File: src/rtl/logic_unit_pkg.sv
// rtl/logic_unit_pkg.sv - op codes and buffer depth shared by the logic unit files
package logic_unit_pkg;

    localparam int OP_W      = 3;
    localparam int BUF_DEPTH = 2;

    localparam logic [OP_W-1:0] OP_AND  = 3'b000;
    localparam logic [OP_W-1:0] OP_OR   = 3'b001;
    localparam logic [OP_W-1:0] OP_NOR  = 3'b010;
    localparam logic [OP_W-1:0] OP_XOR  = 3'b011;
    localparam logic [OP_W-1:0] OP_ROR  = 3'b100;
    localparam logic [OP_W-1:0] OP_RAND = 3'b101;

endpackage

File: src/rtl/logic_unit_core.sv
// rtl/logic_unit_core.sv - combinational bitwise op decode and zero flag
// LOGIC_UNIT_REDUCE_EN adds OR/AND reduction of a on ops 100/101; otherwise op[2] is ignored.
module logic_unit_core
    import logic_unit_pkg::*;
#(
    parameter int WIDTH = 8
) (
    input  logic [WIDTH-1:0] a,
    input  logic [WIDTH-1:0] b,
    input  logic [OP_W-1:0]  op,
    output logic [WIDTH-1:0] y,
    output logic             zero
);

`ifdef LOGIC_UNIT_REDUCE_EN
    always_comb begin
        y = '0;
        case (op)
            OP_AND:  y = a & b;
            OP_OR:   y = a | b;
            OP_NOR:  y = ~(a | b);
            OP_XOR:  y = a ^ b;
            OP_ROR:  y = {{(WIDTH-1){1'b0}}, |a};
            OP_RAND: y = {{(WIDTH-1){1'b0}}, &a};
            default: y = a | b;
        endcase
    end
`else
    logic unused_op_hi;
    assign unused_op_hi = op[OP_W-1];

    always_comb begin
        y = '0;
        case (op[1:0])
            OP_AND[1:0]: y = a & b;
            OP_OR[1:0]:  y = a | b;
            OP_NOR[1:0]: y = ~(a | b);
            default:     y = a ^ b;
        endcase
    end
`endif

    assign zero = (y == '0);

endmodule

File: src/rtl/logic_unit_pipe.sv
// rtl/logic_unit_pipe.sv - bitwise logic unit with a 2-entry skid buffer on the result
// Op decode lives in logic_unit_core (optional LOGIC_UNIT_REDUCE_EN reduction ops).
module logic_unit_pipe
    import logic_unit_pkg::*;
#(
    parameter int WIDTH = 8
) (
    input  logic             clk,
    input  logic             rst,
    input  logic             in_valid,
    output logic             in_ready,
    input  logic [WIDTH-1:0] in_a,
    input  logic [WIDTH-1:0] in_b,
    input  logic [OP_W-1:0]  in_op,
    output logic             out_valid,
    input  logic             out_ready,
    output logic [WIDTH-1:0] out_y,
    output logic             out_zero
);

    localparam logic [1:0] FULL = BUF_DEPTH[1:0];

    logic [WIDTH-1:0] core_y;
    logic             core_zero;

    logic_unit_core #(.WIDTH(WIDTH)) u_core (
        .a    (in_a),
        .b    (in_b),
        .op   (in_op),
        .y    (core_y),
        .zero (core_zero)
    );

    logic [1:0]       count;
    logic [1:0]       count_next;
    logic [WIDTH-1:0] slot0_y;
    logic [WIDTH-1:0] slot1_y;
    logic             slot0_zero;
    logic             slot1_zero;
    logic             accept;
    logic             emit;

    assign out_valid = (count != 2'd0);
    assign out_y     = slot0_y;
    assign out_zero  = slot0_zero;
    assign accept    = in_valid & in_ready;
    assign emit      = out_valid & out_ready;

    always_comb begin
        count_next = count;
        case ({accept, emit})
            2'b10:   count_next = count + 2'd1;
            2'b01:   count_next = count - 2'd1;
            default: count_next = count;
        endcase
    end

    // in_ready is registered from count_next so out_ready never reaches it combinationally.
    always_ff @(posedge clk) begin
        if (rst) begin
            count      <= 2'd0;
            in_ready   <= 1'b0;
            slot0_y    <= '0;
            slot1_y    <= '0;
            slot0_zero <= 1'b0;
            slot1_zero <= 1'b0;
        end else begin
            count    <= count_next;
            in_ready <= (count_next < FULL);
            if (emit && (count == FULL)) begin
                slot0_y    <= slot1_y;
                slot0_zero <= slot1_zero;
            end
            // accept with emit only happens at count 1, where the new beat becomes head
            if (accept) begin
                if ((count == 2'd0) || emit) begin
                    slot0_y    <= core_y;
                    slot0_zero <= core_zero;
                end else begin
                    slot1_y    <= core_y;
                    slot1_zero <= core_zero;
                end
            end
        end
    end

endmodule

File: config.mk
export PLATFORM = sky130hd
export DESIGN_NAME = logic_unit_pipe
export DESIGN_NICKNAME = d
export VERILOG_FILES = /design/src/rtl/logic_unit_pkg.sv /design/src/rtl/logic_unit_core.sv /design/src/rtl/logic_unit_pipe.sv
export SDC_FILE = /design/constraint.sdc
export NUM_CORES = 1
export LEC_CHECK = 0
export ABC_AREA = 1
export BUFFER_PORTS_ARGS = -buffer_cell sky130_fd_sc_hd__clkbuf_2
export CORE_MARGIN = 2
export CORE_UTILIZATION = 53
export CTS_CLUSTER_DIAMETER = 100
export DETAILED_ROUTE_END_ITERATION = 12
export PLACE_DENSITY = 0.78
export SYNTH_ARGS = -nofsm -noshare
export SYNTH_HDL_FRONTEND = slang
export SYNTH_SLANG_ARGS = --single-unit
File: constraint.sdc
create_clock -name clk -period 1.72 [get_ports clk]
set_clock_uncertainty 0.1 [all_clocks]
set_input_delay 0.258 -clock clk [delete_from_list [all_inputs] [get_ports clk]]
set_output_delay 0.258 -clock clk [all_outputs]
set_load 0.03 [all_outputs]
---- After elaboration in Yosys (flattened, before gate mapping) ----
Index checks and enable logic that the tools add are counted.
cells by class
  muxes and demuxes ....................... 8
  equality and inequality tests ........... 5
  bitwise logic cells ..................... 7
  add/sub/neg operators ................... 2
  order comparisons ....................... 1
  reduce and logical (&&, ||, !) cells .... 7
operators by type and width
  kind                                               number
  two-way mux 8 bit                                  3
  case mux 8 bit (3 select lines)                    1
  AND 8 bit                                          1
  logical NOT 8 bit                                  1
  NOT 8 bit                                          1
  bitwise OR 8 bit                                   1
  bitwise XOR 8 bit                                  1
  == test 2 bit (second input constant)              3
  == test 2 x 1 -> 1 bit (second input constant)     2
  logical NOT 2 bit                                  2
  case mux 2 bit (2 select lines)                    1
  two-way mux 1 bit                                  3
  adder 2 x 1 -> 2 bit (second input constant)       1
  AND 1 bit                                          2
  < comparator 2 bit (second input constant)         1
  AND reduction 2 bit                                1
  nonzero test 2 bit                                 1
  subtractor 2 x 1 -> 2 bit (second input constant)  1
  logical AND 1 bit                                  1
  logical OR 1 bit                                   1
  NOT 1 bit                                          1
word-level totals
  word-level logic and storage cells ...... 36
  bits of input ports ..................... 23
  output and inout port bits .............. 11
  register bits ........................... 21

---- Depth between registers and ports, before layout ----
  word-level depth ........................ 6
  mapped depth ............................ 10
  depth with buffers taken out ............ 10

---- Modules after synthesis ----
Synthesis repeated with hierarchy kept, for this count alone.
second synthesis, totals
  cells, all modules ...................... 275
  area total of the unflattened synthesis .. 1642.8 um2
by module, submodules not included
  module           cells each  area each (um2)  seq. area each (um2)  instances
  logic_unit_pipe  161         1051.0           420.4                 1
  logic_unit_core  114         591.8            0.0                   1

---- Worst setup path before layout ----
Ideal clock, no wire load.
  path type ............................... reg-to-reg
  start point ............................. register in_ready
  end point ............................... register count[1]
  path slack .............................. 76 ps
  arrival time ............................ 1434 ps
  cell stages (with the launch flop) ...... 8
  data required time ...................... 1511 ps
  setup time .............................. 109 ps
  path through ............................ dfxtp_1 -> nand2_1 -> ha_1 -> a21oi_1 -> o21ai_0 -> xor2_1 -> inv_1 -> nor2_1
on the way
  cells in the longest elaborated chain, start to end .. 3
  elaborated cells between the ends (all ways) .. 4
ends and longest elaborated chain
  element                                                  line                   source
  start: declaration                                       logic_unit_pipe.sv:11  output logic in_ready,
  start signal: assignment                                 logic_unit_pipe.sv:69  in_ready <= (count_next < FULL);
  AND 1 bit (*)                                            logic_unit_pipe.sv:46  assign accept = in_valid & in_ready;
  == test 2 x 1 -> 1 bit or == test 2 bit (tied branches)  logic_unit_pipe.sv:51  case ({accept, emit})
  case mux 2 bit (2 select lines) (*)                      logic_unit_pipe.sv:51
  end signal: assignment                                   logic_unit_pipe.sv:68  count <= count_next;
  end: declaration                                         logic_unit_pipe.sv:34  logic [1:0] count;
Every way passes the cells marked *; elsewhere a longest branch is shown, timed or not.
A chain may end at the register's enable or synchronous reset.

---- Worst setup path in the final report ----
  start point ............................. register count[0]
  end point ............................... register count[1]
on the way
  cells in the longest elaborated chain, start to end .. 4
  elaborated cells between the ends (all ways) .. 7
ends and longest elaborated chain
  element                                                  line                   source
  nonzero test 2 bit                                       logic_unit_pipe.sv:43  assign out_valid = (count != 2'd0);
  AND 1 bit                                                logic_unit_pipe.sv:47  assign emit = out_valid & out_ready;
  == test 2 x 1 -> 1 bit or == test 2 bit (tied branches)  logic_unit_pipe.sv:51
  case mux 2 bit (2 select lines) (*)                      logic_unit_pipe.sv:51
Marks and branches as above.

==> flow_metrics.py <==
metrics = {
    "synth": {
        "synth_most_common_cell": "nand2_1",
        "synth_mux_area_share_pct": 0,
        "syn_avg_cell_area_um2": 6.531,
        "synthArstFlopShare_pct": 0,
        "synthDistinctLibCells": 20,
        "yosys_warnings": 0,
        "synthTopCellsByCount": "67 x nand2_1, 45 x inv_1, 25 x a21oi_1",
        "synth.net_count": 263,
        "synth_compound_area_share_pct": 18.99,
        "yosysTopAreaCellShare_pct": 28.87,
        "synth_top_cell_by_area": "dfxtp_1",
        "synth_edf_count": 0,
        "synth_area_mm2": 0.001456,
        "synthCells": 223,
        "ys_seq_area_share_pct": 28.87,
        "ys_ff_latch": 21,
        "synth_xor_area_share_pct": 0.6014,
        "yosys.area_share.simple_pct": 23.02,
        "synth_top_family_by_area": "simple AND/OR/NAND/NOR gates",
        "ys.flop_type": "dfxtp_1",
        "synth_fa_ha_area_share_pct": 14.60,
        "synth_area_leaders": "dfxtp_1 29%, nand2_1 17%, ha_1 15%, inv_1 12%, a21oi_1 8.6%",
    },
    "clock_network": {
        "cts_tree": "yes",
        "cts-buffers-inserted": 3,
        "cts_resized": 0,
        "clk_latency_ns": 0.31,
        "cts_max_level": 1,
        "clock_path_buffers": 2,
        "numClockSinks": 21,
        "clk_pin_slew_ns": 0.10,
        "clock-root-buffer": "clkbuf_4",
        "ctsHoldBuffers": 0,
        "cts_setup_buffers": 0,
    },
    "drt": {
        "vias_per_cell": 4.793,
        "drt_iter0_markers": 40,
        "avgRoutedWirePerCell_um": 9.241,
        "drc": 0,
        "routed_wl_um": 2717,
        "drt_pass1_iterations": 4,
        "ant_nets": 0,
        "vias": 1409,
    },
    "sta": {
        "final-hold-violation-count": 0,
        "worst_pin_slew_ns": 0.4228,
        "fin_crit_sh_pct": 87.73,
        "fin_setup_tns_ns": 0,
        "period_minus_slack_ns": 1.509,
        "finalSetupViolations": 0,
        "rsz0062_at_grt": "false",
        "max_slew_margin_pct": 71.78,
        "timing.final.ws_setup_ns": 0.2111,
        "fmaxAchievable_mhz": 662.7,
        "maxSlewViolCount": 0,
    },
    "worst_setup_path": {
        "critPathTopFamily": "flip-flops",
        "crit_top_cell": "a21oi_1",
        "crit_arrival_ns": 1.65,
        "cp_num_buf_inv": 2,
        "path_cells": "inv_2, a21oi_1, ha_1, a21oi_1, o21ai_0, xor2_1, inv_1, nor2_1",
        "slowest_stage": "dfxtp_1",
        "required_ns": 1.86,
        "path_class": "reg -> reg",
        "end_kind": "flip-flop",
        "cp_slowest_stage_delay_ns": 0.37,
        "critPathMaxFanout": 5,
        "cp-start-kind": "flip-flop",
    },
    "placed_design": {
        "io_buffers": 32,
        "hpwl_um": 2142,
        "place_congestion": 0.7834,
        "place_ws_ns": 0.1463,
    },
    "finish": {
        "nNetsFinal": 304,
        "syn_to_final_growth_pct": 17.61,
        "diodes": 0,
        "drive_gt1_share_pct": 20.91,
        "fillers": 276,
    },
    "global_routing": {
        "grt_pass1_wl_um": 4781,
        "grtUsageMet1_pct": 24.32,
        "grt-busiest-layer": "met2",
        "use_met2_pct": 29.40,
        "grt_use_total_pct": 18.32,
        "grt_max_degree": 20,
        "antenna_found_initial": 0,
        "use_met3_pct": 2.304,
        "grt_overflow_total": 0,
        "grt_pass1_vias": 1195,
    },
    "power_and_ir_drop": {
        "p_per_area_mw_per_mm2": 923.9,
        "p_leak_nw": 0.9792,
        "vdd_drop_max_mv": 0.9782,
    },
    "floorplan": {
        "die_height_um": 56.42,
        "core-area_mm2": 0.002686,
        "dieWidth_um": 56.42,
        "initial_core_util_pct": 54.22,
        "die_area_mm2": 0.003183,
        "rows": 19,
        "io_pins": 34,
    },
    "status": {
        "status": "finished clean",
    },
    "min_path": {
        "hp-class": "in -> reg",
    },
    "job": {
        "cap_violations": 0,
    },
}
## layout make-up
cell class                 instances  area [µm²]  share of cell area, %
tap                               31       38.79                  2.264
inverter                          48       180.2                  10.52
clock buffer                       3       22.52                  1.315
sequential                        21       420.4                  24.54
timing repair buffer              39       212.7                  12.42
clock inverter                     1       5.005                 0.2922
multi-input combinational        151       833.3                  48.65
## registers in the layout, summed over array words and instances, names as in the netlist
signal      cells
out_y           8
slot1_y         8
count           2
in_ready        1
out_zero        1
slot1_zero      1
## layout by cell type (no fill, tap or decap), drive strengths merged
cell,synthesis,routed
nand3,1,1
clkbuf,1,35
xor2,1,1
dfxtp,21,21
clkinv,1,2
o21ai,20,20
ha,17,17
nand2,68,68
nor2,14,14
a21oi,30,30
inv,47,47
buf,2,7
## per-layer routing
layer | vias to the layer above | wire length (µm) | share of wire (%)
met5 | - | 0 | 0
met4 | 0 | 63 | 2.3
met3 | 7 | 141 | 5.2
met2 | 41 | 1286 | 47
met1 | 594 | 1226 | 45
li1 | 767 | - | -
## per-stage QoR
| step | instance area [µm²] | hold WS [ns] | utilization [%] | std cells | power (mW) |
|---|---|---|---|---|---|
| after floorplan | 1456 | 0.2293 | - | 223 | 1.162 |
| after global placement | 1685 | 0.3510 | 62.74 | 290 | 1.346 |
| after detailed placement | 1685 | 0.3524 | 62.74 | 290 | 1.364 |
| after CTS | 1713 | 0.02764 | 63.76 | 294 | 1.593 |
| after global routing | 1713 | 0.03947 | 63.76 | 294 | 1.705 |
| final | 1713 | 0.03401 | 63.76 | 294 | 1.583 |
## kinds of logic after synthesis
family / after synthesis
adders and majority gates: 17
DFF: 21
buffers and inverters: 51
AOI/OAI and AO/OA: 50
xor gates and xnor gates: 1
and+or+nand+nor: 83
## worst register-to-register path, stage by stage (launching register included)
cell	delay [ns]
dfxtp_1	0.37
inv_2	0.08
a21oi_1	0.14
ha_1	0.27
a21oi_1	0.11
o21ai_0	0.10
xor2_1	0.17
inv_1	0.05
nor2_1	0.07
## final timing paths
kind                                start                 endpoint  slack, ns  cells past startpoint
setup / recovery    count[0]$_SDFFE_PP0N_      count[1]$_SDFF_PP0_       0.21                      8
hold / removal                        rst      count[1]$_SDFF_PP0_       0.03                      2
setup reg to reg    count[0]$_SDFFE_PP0N_      count[1]$_SDFF_PP0_       0.21                      8
hold reg to reg   slot1_zero$_SDFFE_PP0P_  slot1_zero$_SDFFE_PP0P_       0.44                      2
## power breakdown
| part | leakage (nW) | internal, mW | switching [mW] |
|---|---|---|---|
| clock network | 0.0177 | 0.0868 | 0.146 |
| registers | 0.172 | 0.583 | 0.0503 |
| logic | 0.790 | 0.246 | 0.470 |
| total | 0.979 | 0.916 | 0.666 |
(Power assumes the default switching activity.)
